File: config.mk
export PLATFORM = sky130hd
export DESIGN_NAME = gpio_pattern_sequencer
export DESIGN_NICKNAME = d
export VERILOG_FILES = /design/src/rtl/gpio_pattern_sequencer.sv
export SDC_FILE = /design/constraint.sdc
export NUM_CORES = 1
export LEC_CHECK = 0
export CAP_MARGIN = 10
export CORE_ASPECT_RATIO = 0.5
export CORE_MARGIN = 10
export CORE_UTILIZATION = 30
export DETAILED_ROUTE_END_ITERATION = 8
export PLACE_DENSITY = 0.53
export SLEW_MARGIN = 20
export SYNTH_ARGS = -nofsm -noshare
export SYNTH_HDL_FRONTEND = slang
export SYNTH_SLANG_ARGS = --single-unit
File: constraint.sdc
create_clock -name wb_clk_i -period 5.5 [get_ports wb_clk_i]
set_input_delay 1.1 -clock wb_clk_i [delete_from_list [all_inputs] [get_ports wb_clk_i]]
set_output_delay 1.1 -clock wb_clk_i [all_outputs]
set_load 0.02 [all_outputs]
File: src/rtl/gpio_pattern_sequencer.sv
// gpio_pattern_sequencer: Wishbone-loaded pattern table played onto mprj_io; optional done IRQ under GPIO_SEQ_IRQ_EN
module gpio_pattern_sequencer #(
  parameter logic [31:0] BASE_ADDR = 32'h3000_0000,
  parameter int NIO = 32,
  parameter int DEPTH = 16,
  parameter int DIVW = 16
) (
  input  logic            wb_clk_i,
  input  logic            wb_rst_i,
  input  logic            wbs_cyc_i,
  input  logic            wbs_stb_i,
  input  logic            wbs_we_i,
  input  logic [3:0]      wbs_sel_i,
  input  logic [31:0]     wbs_adr_i,
  input  logic [31:0]     wbs_dat_i,
  output logic            wbs_ack_o,
  output logic [31:0]     wbs_dat_o,
  output logic [NIO-1:0]  io_out,
  output logic [NIO-1:0]  io_oeb,
  output logic            busy_o,
  output logic            irq_o
);
  localparam int IW = $clog2(DEPTH);
  localparam int LW = IW + 1;
  typedef enum logic [1:0] {IDLE, LOAD, HOLD, DONE} state_t;
  state_t state, state_n;
  logic [31:0] mem [DEPTH];
  logic [NIO-1:0] oeb_n, out_n;
  logic [LW-1:0] len;
  logic [DIVW-1:0] div, cnt, cnt_n;
  logic [IW-1:0] idx, idx_n, tidx, idx_inc;
  logic [11:0] off;
  logic [31:0] rdata, wmask, wdat, oeb_rd;
  logic req, wr, in_base, hit_ctrl, hit_stat, hit_oeb, hit_len, hit_div, hit_tbl;
  logic loop_en, done, start_q, stop_q, last, irq_en_rd;
  assign off = wbs_adr_i[11:0];
  assign in_base = wbs_adr_i[31:12] == BASE_ADDR[31:12];
  assign req = wbs_cyc_i & wbs_stb_i & ~wbs_ack_o;
  assign wr = req & wbs_we_i;
  assign hit_ctrl = in_base & (off == 12'h000);
  assign hit_stat = in_base & (off == 12'h004);
  assign hit_oeb = in_base & (off == 12'h008);
  assign hit_len = in_base & (off == 12'h00C);
  assign hit_div = in_base & (off == 12'h010);
  assign hit_tbl = in_base & (off[11:8] == 4'h1) & (off[1:0] == 2'b00) & (32'(off[7:2]) < DEPTH);
  assign tidx = off[2 +: IW];
  assign wmask = {{8{wbs_sel_i[3]}}, {8{wbs_sel_i[2]}}, {8{wbs_sel_i[1]}}, {8{wbs_sel_i[0]}}};
  assign wdat = (rdata & ~wmask) | (wbs_dat_i & wmask);
  assign busy_o = (state == LOAD) | (state == HOLD);
  assign idx_inc = idx + 1'b1;
  assign last = LW'(idx) + LW'(1) >= len;
  assign rdata = hit_ctrl ? {28'd0, irq_en_rd, loop_en, 2'b00} :
                 hit_stat ? {16'd0, 8'(idx), 6'd0, done, busy_o} :
                 hit_oeb  ? oeb_rd :
                 hit_len  ? 32'(len) :
                 hit_div  ? 32'(div) :
                 hit_tbl  ? mem[tidx] : '0;
`ifdef GPIO_SEQ_IRQ_EN
  logic irq_en;
  // interrupt enable bit of CTRL
  always_ff @(posedge wb_clk_i)
    if (wb_rst_i) irq_en <= 1'b0;
    else if (wr & hit_ctrl) irq_en <= wdat[3];
  assign irq_en_rd = irq_en;
  assign irq_o = done & irq_en;
`else
  assign irq_en_rd = 1'b0;
  assign irq_o = 1'b0;
`endif
  // OEB read alignment and byte-lane merge; pads above bit 31 stay disabled
  always_comb begin
    oeb_rd = '0;
    oeb_n = io_oeb;
    for (int i = 0; i < 32; i++) if (i < NIO) oeb_rd[i] = io_oeb[i % NIO];
    for (int i = 0; i < NIO; i++) if (i < 32) oeb_n[i] = wdat[i % 32];
  end
  // bus handshake, control pulses and programmable registers
  always_ff @(posedge wb_clk_i)
    if (wb_rst_i) begin
      wbs_ack_o <= 1'b0;
      wbs_dat_o <= '0;
      start_q <= 1'b0;
      stop_q <= 1'b0;
      loop_en <= 1'b0;
      done <= 1'b0;
      io_oeb <= '1;
      len <= '0;
      div <= '0;
    end else begin
      wbs_ack_o <= req;
      wbs_dat_o <= (req & ~wbs_we_i) ? rdata : '0;
      start_q <= wr & hit_ctrl & wdat[0];
      stop_q <= wr & hit_ctrl & wdat[1];
      done <= (state == DONE) | (done & ~(wr & hit_stat & wmask[1] & wbs_dat_i[1]));
      if (wr & hit_ctrl) loop_en <= wdat[2];
      if (wr & hit_oeb) io_oeb <= oeb_n;
      if (wr & hit_len) len <= (wdat > 32'(DEPTH)) ? LW'(DEPTH) : wdat[LW-1:0];
      if (wr & hit_div) div <= wdat[DIVW-1:0];
    end
  // pattern table, not reset
  always_ff @(posedge wb_clk_i)
    if (wr & hit_tbl) mem[tidx] <= wdat;
  // sequencer state register
  always_ff @(posedge wb_clk_i)
    if (wb_rst_i) begin
      state <= IDLE;
      idx <= '0;
      cnt <= '0;
      io_out <= '0;
    end else begin
      state <= state_n;
      idx <= idx_n;
      cnt <= cnt_n;
      io_out <= out_n;
    end
  // next entry fetch merges into the final hold cycle so entries play back-to-back
  always_comb begin
    state_n = state;
    idx_n = idx;
    cnt_n = cnt;
    out_n = io_out;
    if (stop_q) state_n = IDLE;
    else if (start_q && len != '0) begin
      state_n = LOAD;
      idx_n = '0;
    end else
      case (state)
        LOAD: begin
          out_n = mem[idx][NIO-1:0];
          cnt_n = div;
          state_n = HOLD;
        end
        HOLD:
          if (cnt != '0) cnt_n = cnt - 1'b1;
          else if (!last || loop_en) begin
            idx_n = last ? '0 : idx_inc;
            out_n = mem[last ? '0 : idx_inc][NIO-1:0];
            cnt_n = div;
          end else state_n = DONE;
        DONE: state_n = IDLE;
        default: state_n = IDLE;
      endcase
  end
endmodule

==> metrics, run 1 <==
outcome=complete, no violations; number of synthesized flops with an enable pin=~500; Die X=499.6 µm; total number of yosys warnings=0; overall track demand over capacity in global routing=0.2110; placed cell count=4256; Max transition margin=0.2106; TritonCTS clock tree=yes; antenna violations before repair=5; Crit path arrival time=5360 ps; fraction of registers with async set/reset=0; final worst-path cycle share=0.8685; Multi-input gate area=0.01531 mm²; count of buffers added by post-CTS timing repair for setup=0; max frequency=209.4 MHz; fraction of final layout cells with drive strength greater than 1=0.2294; number of buffers created by CTS=72; routed wirelength normalized by instance count=32.45 µm; final-report hold violation count=0; internal reg-to-reg setup slack=1030 ps; Layout Skew=37.59 ps; cell-by-cell trace of the critical path=buf_2 -> buf_4 -> nor4b_1 -> and3_2 -> o2bb2ai_1 -> a221oi_1 -> o21ai_1 -> or2_0 -> nor4b_2 -> buf_4 -> and4_4 -> a22o_1; number of endpoints failing setup at the final stage=0; quantity of I/O buffers inserted on ports=170; post-route DRC violation count=0; worst min-delay path category=reg2reg; final number of max-transition violations=0; Detailed Route Iter0 Violations=slightly above 4000; I/O Pins=roughly 170; maximum root-to-sink buffer count=3; P&R area growth vs syn=18.97%; critical path's slowest cell=sky130_fd_sc_hd__a221oi_1; clock insertion delay at the later pin of the skew report=650 ps; clock transition at the registers of the reported paths=60 ps; area of the placeable core=0.1134 mm²; worst setup slack after layout=723.4 ps; critical setup path kind=in2reg; pin count of the biggest net entering global routing=89; cell type with the highest aggregate area in the netlist=sky130_fd_sc_hd__edfxtp_1; Sinks on Clock Net=between 600 and 700; total vias in the final route=approximately 27000; highest net fanout along the worst path=17; worst slack, placed=221.4 ps; startpoint of the worst register-to-register path=idx[0]$_SDFFE_PP0P_; slew at the pin with the worst max-slew slack=1180 ps; vias in the first global route=between 20000 and 30000; Mapped Cells=2654; Synth Cell Area=0.03450 mm²; most frequent cells after synthesis=sky130_fd_sc_hd__edfxtp_1 (512), sky130_fd_sc_hd__nand2_1 (402), sky130_fd_sc_hd__mux4_2 (312); Yosys top cell area share=0.4456; most frequent cell after synthesis=sky130_fd_sc_hd__edfxtp_1; library cells used by synthesis=78; Routed WL=142500 µm; delay of the slowest cell on the worst path=760 ps; category of the worst setup path capture point=flip-flop; standard-cell row count=a little under 90; antenna violation net count after detailed routing=0; FF/Latch Area=0.01835 mm²; Final Wtd Congestion=a little over 0.9; synthesized net count=2738; area enclosed by the die boundary=approximately 0.13 mm²; max-capacitance violation count=0; count of cells resized by post-cts repair=0; Top cell by count, worst path=sky130_fd_sc_hd__buf_4; total power divided by cell area=264.0 mW/mm²; top cells by area, synth=sky130_fd_sc_hd__edfxtp_1 (45%), sky130_fd_sc_hd__mux4_2 (20%), sky130_fd_sc_hd__dfxtp_1 (8.6%), sky130_fd_sc_hd__nand2_1 (4.4%), sky130_fd_sc_hd__mux2i_1 (2.4%); total grt overflow=0; total of flip-flops plus latches after synthesis=660; proportion of synthesized chip area in sequential cells=0.5315; nature of the critical path startpoint=input port; final non-filler cell total=4393; RSZ-0062 raised after global routing=no; detailed placer's ending HPWL=88500 µm; worst path required time=6080 ps; average size of a mapped cell=13.00 µm²; Setup TNS Final=0 ps; final net count=~2900; Pre-Repair DR Iteration Count=6; Final min period=4777 ps; Die Y-Extent=259.8 µm; Peak VDD IR=217.6 µV; Avg Vias per Cell=approximately 6.1; startpoint of the worst hold path=stop_q$_SDFF_PP0_; leakage=12.91 nW; clock root buffer master=sky130_fd_sc_hd__clkbuf_16; number of fill cells=10810; first element of the critical path=wbs_adr_i[5]; most used flip-flop cell after synthesis=sky130_fd_sc_hd__edfxtp_1; depth of the CTS H-tree=3; wire length of the first global-routing pass=199700 µm; post-cts hold buffer count=0; Initial Util=0.3042
[report_power, final]
part,internal (mW),switching (mW)
registers,5.36,0.000168
logic,0.186,0.309
clock network,2.82,2.16
[metrics by stage]
stage | hold slack, ps | cell area, µm² | util | total power, mW
floorplan | 439.0 | 34500 | - | 5.736
global placement | 459.8 | 38640 | 0.3407 | 5.952
detailed placement | 479.5 | 38650 | 0.3407 | 5.952
CTS | 497.6 | 41030 | 0.3617 | 10.87
global route | 514.4 | 41040 | 0.3618 | 11.11
finish | 497.5 | 41050 | 0.3619 | 10.84
[layer usage]
metal,vias up,GRT usage,part of all wire
met5,-,0,0.000049
met1,13610,0.2806,0.39
li1,10800,-,-
met4,2,0.08804,0.046
met2,1977,0.3225,0.44
met3,380,0.06043,0.12
[final cells by class]
| cell class | count | share of cell area |
|---|---|---|
| antenna | 3 | 0.0001829 |
| clock buffer | 97 | 0.04868 |
| clock inverter | 37 | 0.009297 |
| inverter | 27 | 0.002530 |
| multi-input combinational | 1753 | 0.3730 |
| sequential | 660 | 0.4471 |
| tap | 1513 | 0.04612 |
| timing repair buffer | 303 | 0.07300 |
[worst max-delay path, delay by kind of cell]
kind,cells,cell delay (ps)
buffers and inverters,3,1040
and+or+nand+nor,5,1530
AOI/OAI and AO/OA,4,1630
[cells in the final DEF, fill, tap and decap left out, drive strengths merged, types with 39 or more instances in the layout]
cell type,count
clkbuf,97
dfxtp,148
mux4,312
a22oi,46
clkdlybuf4s50,166
mux2i,84
buf,137
o21ai,114
o22ai,39
nor2,178
a31oi,63
a21oi,116
nand3,112
edfxtp,512
nand2,402
[cell families after synthesis]
kind of cell    count (synthesis)  synth area share
fa+ha+maj                      11          0.003989
buf+inv                       241           0.03133
simple gates                  836            0.1073
mux                           424            0.2372
other cells                     1         0.0001087
xor+xnor                        3         0.0007617
flops                         660            0.5315
compound gates                478           0.08787
[flip-flops by register name (all words and copies together), names as in the netlist, named ones only]
signal     count
cnt           16
div           16
done           1
idx            4
io_oeb        32
io_out        32
len            5
loop_en        1
mem          512
start_q        1
state          2
stop_q         1
wbs_ack_o      1
wbs_dat_o     32
[final timing paths]
check | endpoint | cells past startpoint
worst min-delay path | state[0]$_SDFFE_PP0P_ | 1
worst min register to register | state[0]$_SDFFE_PP0P_ | 1
worst max-delay path | len[0]$_SDFFE_PP0P_ | 12
worst max register to register | io_out[29]$_SDFFE_PP0P_ | 13
Power figures use the tool's default switching activity.
==> run 2, diff against run 1 <==
--- a/config.mk
+++ b/config.mk
@@ -9,8 +9,11 @@
 export CORE_ASPECT_RATIO = 0.5
 export CORE_MARGIN = 10
 export CORE_UTILIZATION = 30
+export CTS_BUF_LIST = sky130_fd_sc_hd__clkbuf_16
+export CTS_CLUSTER_DIAMETER = 150
 export DETAILED_ROUTE_END_ITERATION = 8
 export PLACE_DENSITY = 0.53
+export SETUP_SLACK_MARGIN = 0.1
 export SLEW_MARGIN = 20
 export SYNTH_ARGS = -nofsm -noshare
 export SYNTH_HDL_FRONTEND = slang
==> run 2 against run 1 <==
Against the previous run: critical path depth did not move; global-route usage barely moved; clock power fell by 2%; die area did not move; register-to-register slack improved by 30 ps; power fell by 1.0%; critical endpoint unchanged.
==> metrics, run 2 (synthesis results as in run 1) <==
Largest register FFs=512 (unchanged); worst slack, placed=221.4 ps (unchanged); number of buffers created by CTS=72 (unchanged); final worst-path cycle share=0.8553 (-0.01313); overall track demand over capacity in global routing=0.2111 (about the same); fraction of final layout cells with drive strength greater than 1=0.2273 (-0.002086); register with the highest flop count=mem; delay of the slowest cell on the worst path=740 ps (-20 ps); placement-stage cell area=0.03865 mm² (unchanged); RSZ-0062 raised after global routing=no; quantity of I/O buffers inserted on ports=170 (unchanged); worst min-delay path category=reg2reg; Crit path arrival time=5290 ps (-70 ps); P&R area growth vs syn=18.78%; outcome=complete, no violations; highest net fanout along the worst path=17 (unchanged); number of fill cells=10820 (+0.12%); slew at the pin with the worst max-slew slack=1180 ps (-0.6901 ps); wire length of the first global-routing pass=199800 µm (about the same); antenna violation net count after detailed routing=0 (unchanged); Layout Skew=38.79 ps (+1.198 ps); Die Y-Extent=259.8 µm (unchanged); TritonCTS clock tree=yes; fin area=0.04098 mm² (-0.15%); Die X=499.6 µm (unchanged); Top cell by count, worst path=sky130_fd_sc_hd__buf_4; final number of max-transition violations=0 (unchanged); worst setup slack after layout=795.6 ps (+72.23 ps); maximum root-to-sink buffer count=3 (unchanged); critical path's slowest cell=sky130_fd_sc_hd__a221oi_1; count of buffers added by post-CTS timing repair for setup=0 (unchanged); worst path required time=6080 ps (about the same); final net count=2901 (unchanged); post-route DRC violation count=0 (unchanged); max frequency=212.6 MHz (+1.5%); pin count of the biggest net entering global routing=89 (unchanged); standard-cell row count=87 (unchanged); Pre-Repair DR Iteration Count=6 (unchanged); clock root buffer master=sky130_fd_sc_hd__clkbuf_16; Final Wtd Congestion=0.9305 (unchanged); routed wirelength normalized by instance count=32.50 µm (+0.16%); vias in the first global route=25820 (+0.043%); max-capacitance violation count=0 (unchanged); area of the placeable core=0.1134 mm² (unchanged); Final min period=4704 ps (-72.23 ps); total power divided by cell area=261.7 mW/mm² (-0.87%); depth of the CTS H-tree=3 (unchanged); area enclosed by the die boundary=0.1298 mm² (unchanged); post-cts hold buffer count=0 (unchanged); most common cell after layout, fill and taps aside=sky130_fd_sc_hd__edfxtp_1; category of the worst setup path capture point=flip-flop; clock insertion delay at the later pin of the skew report=650 ps (about the same); Peak VDD IR=215.4 µV (-1.0%); Sinks on Clock Net=660 (unchanged); leakage=12.95 nW (+0.28%); total vias in the final route=26800 (+0.11%); cell-by-cell trace of the critical path=buf_2 -> buf_4 -> nor4b_1 -> and3_2 -> o2bb2ai_1 -> a221oi_1 -> o21ai_1 -> or2_0 -> nor4b_2 -> buf_4 -> and4_4 -> a22o_1; I/O Pins=172 (unchanged); Initial Util=0.3042 (unchanged); detailed placer's ending HPWL=88500 µm (unchanged); critical setup path kind=in2reg; final-report hold violation count=0 (unchanged); clock transition at the registers of the reported paths=70 ps (about the same); Detailed Route Iter0 Violations=4004 (-1.9%); commonest cells after routing, fill and taps aside=sky130_fd_sc_hd__edfxtp_1 (512), sky130_fd_sc_hd__nand2_1 (399), sky130_fd_sc_hd__mux4_2 (312); number of endpoints failing setup at the final stage=0 (unchanged); Setup TNS Final=0 ps (unchanged); Routed WL=142700 µm (+0.14%); antenna violations before repair=5 (unchanged); count of cells resized by post-cts repair=0 (unchanged); Max transition margin=0.2110 (+0.0004620); nature of the critical path startpoint=input port; Avg Vias per Cell=6.101 (+0.13%); total grt overflow=0 (unchanged)
-- run 2: cell types whose count changed in the layout (fill, tap and decap cells not counted) --
cell / change
sky130_fd_sc_hd__diode_2: -1
sky130_fd_sc_hd__clkbuf_1: -17
sky130_fd_sc_hd__clkinv_1: +6
sky130_fd_sc_hd__clkbuf_8: -6
sky130_fd_sc_hd__inv_1: +17
-- run 2: cell type report --
type	instances	area (µm²)	area share
multi-input combinational	1753	15310	0.3736
clock buffer	74	1852	0.04518
tap	1513	1893	0.04619
sequential	660	18350	0.4478
antenna	2	5.005	0.0001221
inverter	27	103.9	0.002534
clock inverter	60	467.9	0.01142
timing repair buffer	303	2997	0.07312
-- run 2: power by group --
group          switching (mW)  internal [mW]
logic                   0.311          0.186
registers            0.000168           5.36
clock network            2.17           2.70
-- run 2: worst paths after layout --
path	from	to	slack, ps	depth (start not counted)
worst min register to register	io_oeb[29]$_SDFFE_PP1P_	io_oeb[29]$_SDFFE_PP1P_	500	2
worst min-delay path	io_oeb[29]$_SDFFE_PP1P_	io_oeb[29]$_SDFFE_PP1P_	500	2
worst max register to register	idx[0]$_SDFFE_PP0P_	io_out[7]$_SDFFE_PP0P_	1060	13
worst max-delay path	wbs_adr_i[5]	len[0]$_SDFFE_PP0P_	800	12
-- run 2: routing by layer --
metal | share of wire | routed length (µm) | GRT usage | up-vias
met5 | 0.000049 | 7 | 0 | -
met4 | 0.047 | 6758 | 0.08804 | 2
met3 | 0.12 | 17800 | 0.05984 | 405
met2 | 0.44 | 62960 | 0.3218 | 2076
met1 | 0.39 | 55220 | 0.2816 | 13510
li1 | - | - | - | 10810
-- run 2: worst max-delay path: cells and delay by family --
kind,cells,cell delay (ps)
buffers and inverters,3,1010
AO/OA/AOI/OAI,4,1590
AND/OR/NAND/NOR,5,1520
-- run 2: metrics by stage --
step                      utilization  std cells  hold slack [ps]  power [mW]
after floorplan                     -       2654            439.0       5.736
after global placement         0.3407       4256            459.8       5.952
after detailed placement       0.3407       4256            479.5       5.952
after CTS                      0.3612       4390            497.4       10.76
after global routing           0.3613       4391            514.4       11.00
final                          0.3613       4392            498.6       10.73
